### src/rtl/alu_sched_pkg.sv
// Shared ALU opcodes and scheduler FSM encoding.
// Imported by alu_core and alu_rr_scheduler.
package alu_sched_pkg;

  localparam logic [2:0] OP_ADD = 3'b000;
  localparam logic [2:0] OP_SUB = 3'b001;
  localparam logic [2:0] OP_AND = 3'b010;
  localparam logic [2:0] OP_OR  = 3'b011;
  localparam logic [2:0] OP_XOR = 3'b100;
  localparam logic [2:0] OP_NOT = 3'b101;

  typedef enum logic [1:0] {
    IDLE = 2'd0,
    EXEC = 2'd1,
    RESP = 2'd2
  } state_t;

endpackage

### src/rtl/alu_core.sv
// Combinational ALU, all arithmetic modulo 2^DATA_W.
// ALU_FLAGS_EN adds a carry/borrow output.
module alu_core
  import alu_sched_pkg::*;
#(
  parameter int DATA_W = 8
) (
  input  logic [DATA_W-1:0] a,
  input  logic [DATA_W-1:0] b,
  input  logic [2:0]        op,
  output logic [DATA_W-1:0] result
`ifdef ALU_FLAGS_EN
  ,
  output logic              carry
`endif
);

`ifdef ALU_FLAGS_EN
  localparam int SW = DATA_W + 1;
`else
  localparam int SW = DATA_W;
`endif

  logic [SW-1:0] sum;

  assign sum = SW'(a) + SW'(b);

  // Opcode decode; undefined opcodes yield zero
  always_comb begin
    result = '0;
    unique case (op)
      OP_ADD:  result = sum[DATA_W-1:0];
      OP_SUB:  result = a - b;
      OP_AND:  result = a & b;
      OP_OR:   result = a | b;
      OP_XOR:  result = a ^ b;
      OP_NOT:  result = ~a;
      default: result = '0;
    endcase
  end

`ifdef ALU_FLAGS_EN
  // Carry-out for ADD, borrow for SUB, else 0
  always_comb begin
    carry = 1'b0;
    unique case (op)
      OP_ADD:  carry = sum[SW-1];
      OP_SUB:  carry = (a < b);
      default: carry = 1'b0;
    endcase
  end
`endif

endmodule

### src/rtl/alu_rr_scheduler.sv
// Round-robin scheduler sharing one ALU among NUM_REQ requesters.
// ALU_FLAGS_EN adds registered rsp_carry / rsp_zero outputs.
module alu_rr_scheduler
  import alu_sched_pkg::*;
#(
  parameter  int NUM_REQ = 4,
  parameter  int DATA_W  = 8,
  localparam int ID_W    = $clog2(NUM_REQ)
) (
  input  logic                    clk,
  input  logic                    rst,
  input  logic [NUM_REQ-1:0]      req_valid,
  output logic [NUM_REQ-1:0]      req_ready,
  input  logic [NUM_REQ*DATA_W-1:0] req_op_a,
  input  logic [NUM_REQ*DATA_W-1:0] req_op_b,
  input  logic [NUM_REQ*3-1:0]    req_alu_op,
  output logic                    rsp_valid,
  input  logic                    rsp_ready,
  output logic [DATA_W-1:0]       rsp_result,
  output logic [ID_W-1:0]         rsp_id,
`ifdef ALU_FLAGS_EN
  output logic                    rsp_carry,
  output logic                    rsp_zero,
`endif
  output logic                    busy
);

  state_t            state;
  state_t            state_nx;
  logic [ID_W-1:0]   last_grant;
  logic [ID_W-1:0]   pick_idx;
  logic [ID_W-1:0]   scan_idx;
  logic              pick_found;
  logic              grant;
  logic [ID_W-1:0]   cap_id;
  logic [DATA_W-1:0] cap_a;
  logic [DATA_W-1:0] cap_b;
  logic [2:0]        cap_op;
  logic [DATA_W-1:0] alu_res;
`ifdef ALU_FLAGS_EN
  logic              alu_carry;
`endif

  // Rotating-priority search starting after last_grant
  always_comb begin
    pick_found = 1'b0;
    pick_idx   = '0;
    scan_idx   = '0;
    for (int k = 1; k <= NUM_REQ; k++) begin
      scan_idx = ID_W'((int'(last_grant) + k) % NUM_REQ);
      if (!pick_found && req_valid[scan_idx]) begin
        pick_found = 1'b1;
        pick_idx   = scan_idx;
      end
    end
  end

  assign grant     = (state == IDLE) && pick_found && !rst;
  assign req_ready = grant ? (NUM_REQ'(1) << pick_idx) : '0;
  assign rsp_valid = (state == RESP);
  assign busy      = (state != IDLE);

  // Next-state logic
  always_comb begin
    state_nx = state;
    unique case (state)
      IDLE:    if (pick_found) state_nx = EXEC;
      EXEC:    state_nx = RESP;
      RESP:    if (rsp_ready) state_nx = IDLE;
      default: state_nx = IDLE;
    endcase
  end

  // State register
  always_ff @(posedge clk) begin
    if (rst) state <= IDLE;
    else     state <= state_nx;
  end

  alu_core #(.DATA_W(DATA_W)) u_alu (
    .a      (cap_a),
    .b      (cap_b),
    .op     (cap_op),
`ifdef ALU_FLAGS_EN
    .carry  (alu_carry),
`endif
    .result (alu_res)
  );

  // Operand capture on grant, result register in EXEC
  always_ff @(posedge clk) begin
    if (rst) begin
      last_grant <= ID_W'(NUM_REQ - 1);
      cap_id     <= '0;
      cap_a      <= '0;
      cap_b      <= '0;
      cap_op     <= '0;
      rsp_result <= '0;
      rsp_id     <= '0;
`ifdef ALU_FLAGS_EN
      rsp_carry  <= 1'b0;
      rsp_zero   <= 1'b0;
`endif
    end else begin
      if (grant) begin
        last_grant <= pick_idx;
        cap_id     <= pick_idx;
        cap_a      <= req_op_a[pick_idx*DATA_W +: DATA_W];
        cap_b      <= req_op_b[pick_idx*DATA_W +: DATA_W];
        cap_op     <= req_alu_op[pick_idx*3 +: 3];
      end
      if (state == EXEC) begin
        rsp_result <= alu_res;
        rsp_id     <= cap_id;
`ifdef ALU_FLAGS_EN
        rsp_carry  <= alu_carry;
        rsp_zero   <= (alu_res == '0);
`endif
      end
    end
  end

endmodule

### config.mk
export PLATFORM = sky130hd
export DESIGN_NAME = alu_rr_scheduler
export DESIGN_NICKNAME = d
export VERILOG_FILES = /design/src/rtl/alu_sched_pkg.sv /design/src/rtl/alu_core.sv /design/src/rtl/alu_rr_scheduler.sv
export SDC_FILE = /design/constraint.sdc
export NUM_CORES = 1
export LEC_CHECK = 0
export ABC_AREA = 1
export CAP_MARGIN = 20
export CORE_AREA = 4 4 91 158
export DETAILED_ROUTE_END_ITERATION = 8
export DIE_AREA = 0 0 95 162
export PLACE_DENSITY = 0.56
export SYNTH_ARGS = -nofsm -noshare
export SYNTH_HDL_FRONTEND = slang
export SYNTH_SLANG_ARGS = --single-unit
export TNS_END_PERCENT = 1
### constraint.sdc
create_clock -name clk -period 3.05 [get_ports clk]
set_clock_uncertainty 0.2 [all_clocks]
set_input_delay 0.61 -clock clk [delete_from_list [all_inputs] [get_ports clk]]
set_output_delay 0.61 -clock clk [all_outputs]
set_load 0.03 [all_outputs]
# == Yosys cells after proc, flatten, opt, wreduce, memory -nomap -nowiden ==
# Cells that the tools add are included.
# word_totals
input_bits,83
output_inout_bits,16
word_cells,70
reg_bits,35
# classes
eq_ne,9
bitwise,4
muxes,21
n_mul,1
addsub,6
order_cmp,4
n_reduce_logical,13
n_shift,4
# ops
cell,n
$shiftx 32x6->8,2
$pmux 8 s6,1
$lt 2x3->1 const B,4
$mux 2,6
$shiftx 12x5->3,1
$add 8x8->8,1
$and 8x8->8,1
$bmux 1 s2,4
$mux 1,8
$not 8->8,1
$or 8x8->8,1
$sub 8x8->8,1
$xor 8x8->8,1
$eq 3x2->1 const B,2
$eq 3x3->1 const B,2
$pmux 2 s3,1
$logic_and 1x1->1,5
$add 2x1->2 const B,2
$add 2x2->2 const B,2
$logic_not 1->1,4
$mul 2x2->4 const B,1
$mux 4,1
$shl 1x2->4 const A,1
$eq 3x1->1 const B,1
other kinds (8),8

# == Depth between registers and ports, before layout ==
# depth
depth_word,16
depth_mapped,18
ltp_nobuf,18

# == Modules after synthesis ==
# Synthesis repeated with hierarchy kept, for this count alone.
# unflattened
cells_unflattened,527
hier_area_um2,3313.2
# by_module_without_submodules
module,n_inst,area_each_um2,seq_area_each_um2,cells_each
alu_rr_scheduler,1,2280.9,700.7,352
alu_core,1,1032.2,0.0,175

# == Least setup slack after synthesis ==
# OpenSTA, ideal clock, no wires.
# synth_timing
kind,input to output
from,input port req_valid[3]
to,output port req_ready[3]
arrival_ns,1.992
required_ns,2.240
path_slack_ns,0.248
cell_stages,11
path_cell_list,nand2_1 nand2_1 nand2_1 nand2_1 nor2_4 nand2_1 nor2_2 a21oi_4 nor2_2 inv_1 nor2_1
# synth_via
elab_chain_len,15
word_cells_on_any_way,26
cone_classes,shift (1); mux (17); reduce/logical (8)
# synth_lines
element,line_no,source
"start, declared",alu_rr_scheduler.sv:12,"input logic [NUM_REQ-1:0] req_valid,"
$bmux 1 s2,alu_rr_scheduler.sv:51,if (!pick_found && req_valid[scan_idx]) begin
$mux 1 (implied by the code),alu_rr_scheduler.sv:51,
$mux 1,alu_rr_scheduler.sv:51,
$logic_not 1->1,alu_rr_scheduler.sv:51,
$logic_and 1x1->1,alu_rr_scheduler.sv:51,
$mux 1,alu_rr_scheduler.sv:51,
$logic_not 1->1,alu_rr_scheduler.sv:51,
$logic_and 1x1->1,alu_rr_scheduler.sv:51,
$mux 1,alu_rr_scheduler.sv:51,
$logic_not 1->1,alu_rr_scheduler.sv:51,
$logic_and 1x1->1,alu_rr_scheduler.sv:51,
$mux 1,alu_rr_scheduler.sv:51,
$logic_and 1x1->1 (2 in a row),alu_rr_scheduler.sv:58,assign grant = (state == IDLE) && pick_found && !rst;
$mux 4 *,alu_rr_scheduler.sv:59,assign req_ready = grant ? (NUM_REQ'(1) << pick_idx) : '0;
"end, declared",alu_rr_scheduler.sv:13,"output logic [NUM_REQ-1:0] req_ready,"
# Every way passes the cells marked *; elsewhere a longest branch is shown, timed or not. The select of a mux whose other input is x is not followed.

# == Worst setup path in the final report ==
# layout_timing
from,input port req_valid[1]
to,output port req_ready[0]
# The elaborated chain is that of the path after synthesis.

==> impl_metrics.py <==
metrics = {
    "final_layout": {
        "final_layout_size_suffix_gt1_frac": 0.1234,
        "antenna_cells": 0,
        "area_growth_pct": 48.33,
        "nets": 747,
    },
    "die": {
        "rows": 56,
        "io_pins": 99,
        "die_x_um": 95,
        "die-area_um2": 15390,
        "initial_core_util": 0.2441,
        "coreArea_um2": 13170,
        "fp.dieH_um": 162,
    },
    "power": {
        "power_switching_uw": 2581,
        "vdd.ir_drop.worst_v": 0.0004609,
        "intPower_uw": 2468,
        "pwr-share-seq": 0.157,
        "clockPowerShare": 0.132,
        "p_leak_uw": 0.002296,
        "power_uw": 5049,
        "netSwitchingFraction": 0.5112,
        "powerDensity_nw_per_um2": 1059,
        "power_frac_comb": 0.711,
    },
    "global_routing": {
        "antenna_found_initial": 0,
        "track_usage": 0.1394,
        "grt_pass1_wl_um": 16990,
        "grt_overflow": 0,
        "grt_pass1_vias": 3620,
        "grt_max_degree": 41,
    },
    "worst_setup_path": {
        "slowest_stage": "dlygate4sd2_1",
        "path_delay_family": "simple AND/OR/NAND/NOR gates",
        "critical_path_required_ns": 2.24,
        "end_kind": "output pin",
        "critical_path.cell_chain": "dlygate4sd2_1 -> inv_1 -> nand2_1 -> nand3_1 -> nand2_2 -> nor2_4 -> nand2_2 -> nor2_4 -> buf_4 -> inv_2 -> nand2_4 -> nor2_2 -> buf_4",
        "max_stage_delay_ns": 0.25,
        "critPathBufInv": 5,
        "cp.arrival_ns": 2.06,
        "criticalPathCategory": "in -> out",
        "start_kind": "input pin",
        "critical_path.max_fanout": 5,
    },
    "synth": {
        "syn_area_um2": 3216,
        "ys.flop_type": "dfxtp_1",
        "ys_seq_area_frac": 0.2179,
        "syn-mean-instance-area_um2": 6.090,
        "synthArstFlopShare": 0,
        "netlist_top_cells_count": "nand2_1, nand3_1, inv_1",
        "syn_inst": 528,
        "synth_cell_types": 37,
        "ys_ff_latch": 35,
        "syn_nets": 636,
        "synth_top_cell_area_share": 0.2179,
        "yosysTopAreaCell": "dfxtp_1",
        "synthTopCellsByArea": "dfxtp_1, nand2_1, nand3_1, inv_1, ha_1",
        "synth_edf_count": 0,
        "yosysWarnings": 0,
        "synth_most_common_cell": "nand2_1",
    },
    "timing": {
        "hold_viol_final": 0,
        "slew_viol_final": 0,
        "max_freq_mhz": 349.0,
        "rsz0062_at_grt": "false",
        "min_period_ns": 2.866,
        "fin_tns_setup_ns": 0,
        "worst_slack_ns": 0.1843,
        "slew_headroom": 0.6242,
        "tightest_slew_ns": 0.5578,
        "min_period_over_period": 0.9396,
        "worst_hold_slack_ns": 0.2589,
        "setup_viol": 0,
    },
    "clock_tree": {
        "htreeDepth": 2,
        "cts_inserted_buffers": 5,
        "clk_pin_slew_ns": 0.06,
        "clockBufferDepth": 2,
        "cts_hold_buf": 0,
        "cts_tree": "built",
        "root_buffer": "clkbuf_16",
        "clock-sinks": 35,
        "insertion_delay_ns": 0.28,
    },
    "drt": {
        "finalWirelength_um": 10600,
        "antenna_left": 0,
        "wl_per_cell_um": 13.02,
        "drc_errors": 0,
        "drt_pass1_iterations": 4,
        "drtIter0Drc": 167,
        "viasPerCell": 4.477,
        "vias": 3644,
    },
    "min_path": {
        "hold_path_class": "reg -> reg",
    },
    "placed_design": {
        "dp_hpwl_um": 8784,
        "io_buffers": 98,
        "post-place-ws_ns": -0.1647,
        "finalWeightedCongestion": 0.8745,
    },
    "flow_run": {
        "drv_cap": 0,
    },
    "status": {
        "status": "finished, final reports clean",
    },
}
## cells in the final DEF, fill, tap and decap left out, types with 2 or more instances in the layout
cell             count
dfxtp_1             34
xor2_1               6
a221oi_1             4
buf_12               3
nand3_2              3
nor2_1               8
nand2_1            152
bufinv_16            2
buf_4               23
o21ai_0             21
a22oi_1              2
nor2_4               6
nand3b_1             3
nor2_2               3
ha_1                24
inv_1               81
or2_2                3
or2_1                9
nand3_1             90
inv_2                6
clkbuf_16            5
clkdlybuf4s50_1     90
dlygate4sd2_1        3
a31oi_1              3
nand2_2             16
o2111ai_1            2
a21oi_1             18
nand2_4              3
nor3_1               3
## area by class of cell
class                      count  area (um2)
clock buffer                   5       125.1
sequential                    35       701.9
timing repair buffer         121        1184
tap                          174       217.7
fill                        1478        8403
clock inverter                 3       67.56
inverter                      88       332.8
multi-input combinational    388        2141
## worst paths after layout
path / slack [ns] / to / startpoint / cells past startpoint
worst max-delay path: 0.18 / req_ready[0] / req_valid[1] / 13
worst min-delay path: 0.26 / rsp_id[1]$_SDFFE_PP0N_ / cap_id[1]$_SDFFE_PP0P_ / 2
worst max register to register: 0.34 / rsp_result[5]$_SDFFE_PP0N_ / cap_op[2]$_SDFFE_PP0P_ / 12
worst min register to register: 0.26 / rsp_id[1]$_SDFFE_PP0N_ / cap_id[1]$_SDFFE_PP0P_ / 2
## power groups by stage
stage	Sequential [uW]	Clock (uW)	Combinational, uW
global route	818	699	4050
floorplan	842	0	2400
global placement	800	0	3390
detailed placement	799	0	3470
CTS	792	683	3540
finish	791	666	3590
## through the flow
| stage | instances | cell area, um2 | util |
|---|---|---|---|
| after floorplan | 528 | 3216 | - |
| after global placement | 802 | 4473 | 0.3396 |
| after detailed placement | 802 | 4473 | 0.3396 |
| after CTS | 812 | 4715 | 0.3579 |
| after global routing | 814 | 4770 | 0.3621 |
| final | 814 | 4770 | 0.3621 |
## logic make-up (layout without fill, tap and decap cells)
family / count (synthesis) / in the layout / synth area share
adders and majority gates: 25 / 25 / 0.09961
AOI/OAI and AO/OA: 57 / 57 / 0.1066
and+or+nand+nor: 300 / 300 / 0.4214
DFF: 35 / 35 / 0.2179
buffers and inverters: 105 / 217 / 0.1381
xor gates and xnor gates: 6 / 6 / 0.01634
## routing by layer
| layer | global-route usage | part of all wire |
|---|---|---|
| met5 | 0 | 0 |
| met4 | 0.05782 | 0.024 |
| met3 | 0.01715 | 0.026 |
| met2 | 0.2763 | 0.59 |
| met1 | 0.1399 | 0.36 |
## repair_timing
action | 4_1_cts | 5_1_grt
setup endpoints to repair | 4 | 5
setup buffers | 2 | 2
resized for setup | 16 | 14
pin swaps | 8 | 10
## worst min-delay path, stage by stage (launching register included)
cell     delay, ns
dfxtp_1       0.29
inv_1         0.06
a21oi_1       0.06
## sequential cells by signal, indices dropped and copies added, names as in the netlist
signal      cells
cap_b           8
rsp_result      8
state           2
cap_id          2
cap_op          3
rsp_id          2
last_grant      2
cap_a           8
Note: power is estimated with default switching activity, not from simulation.
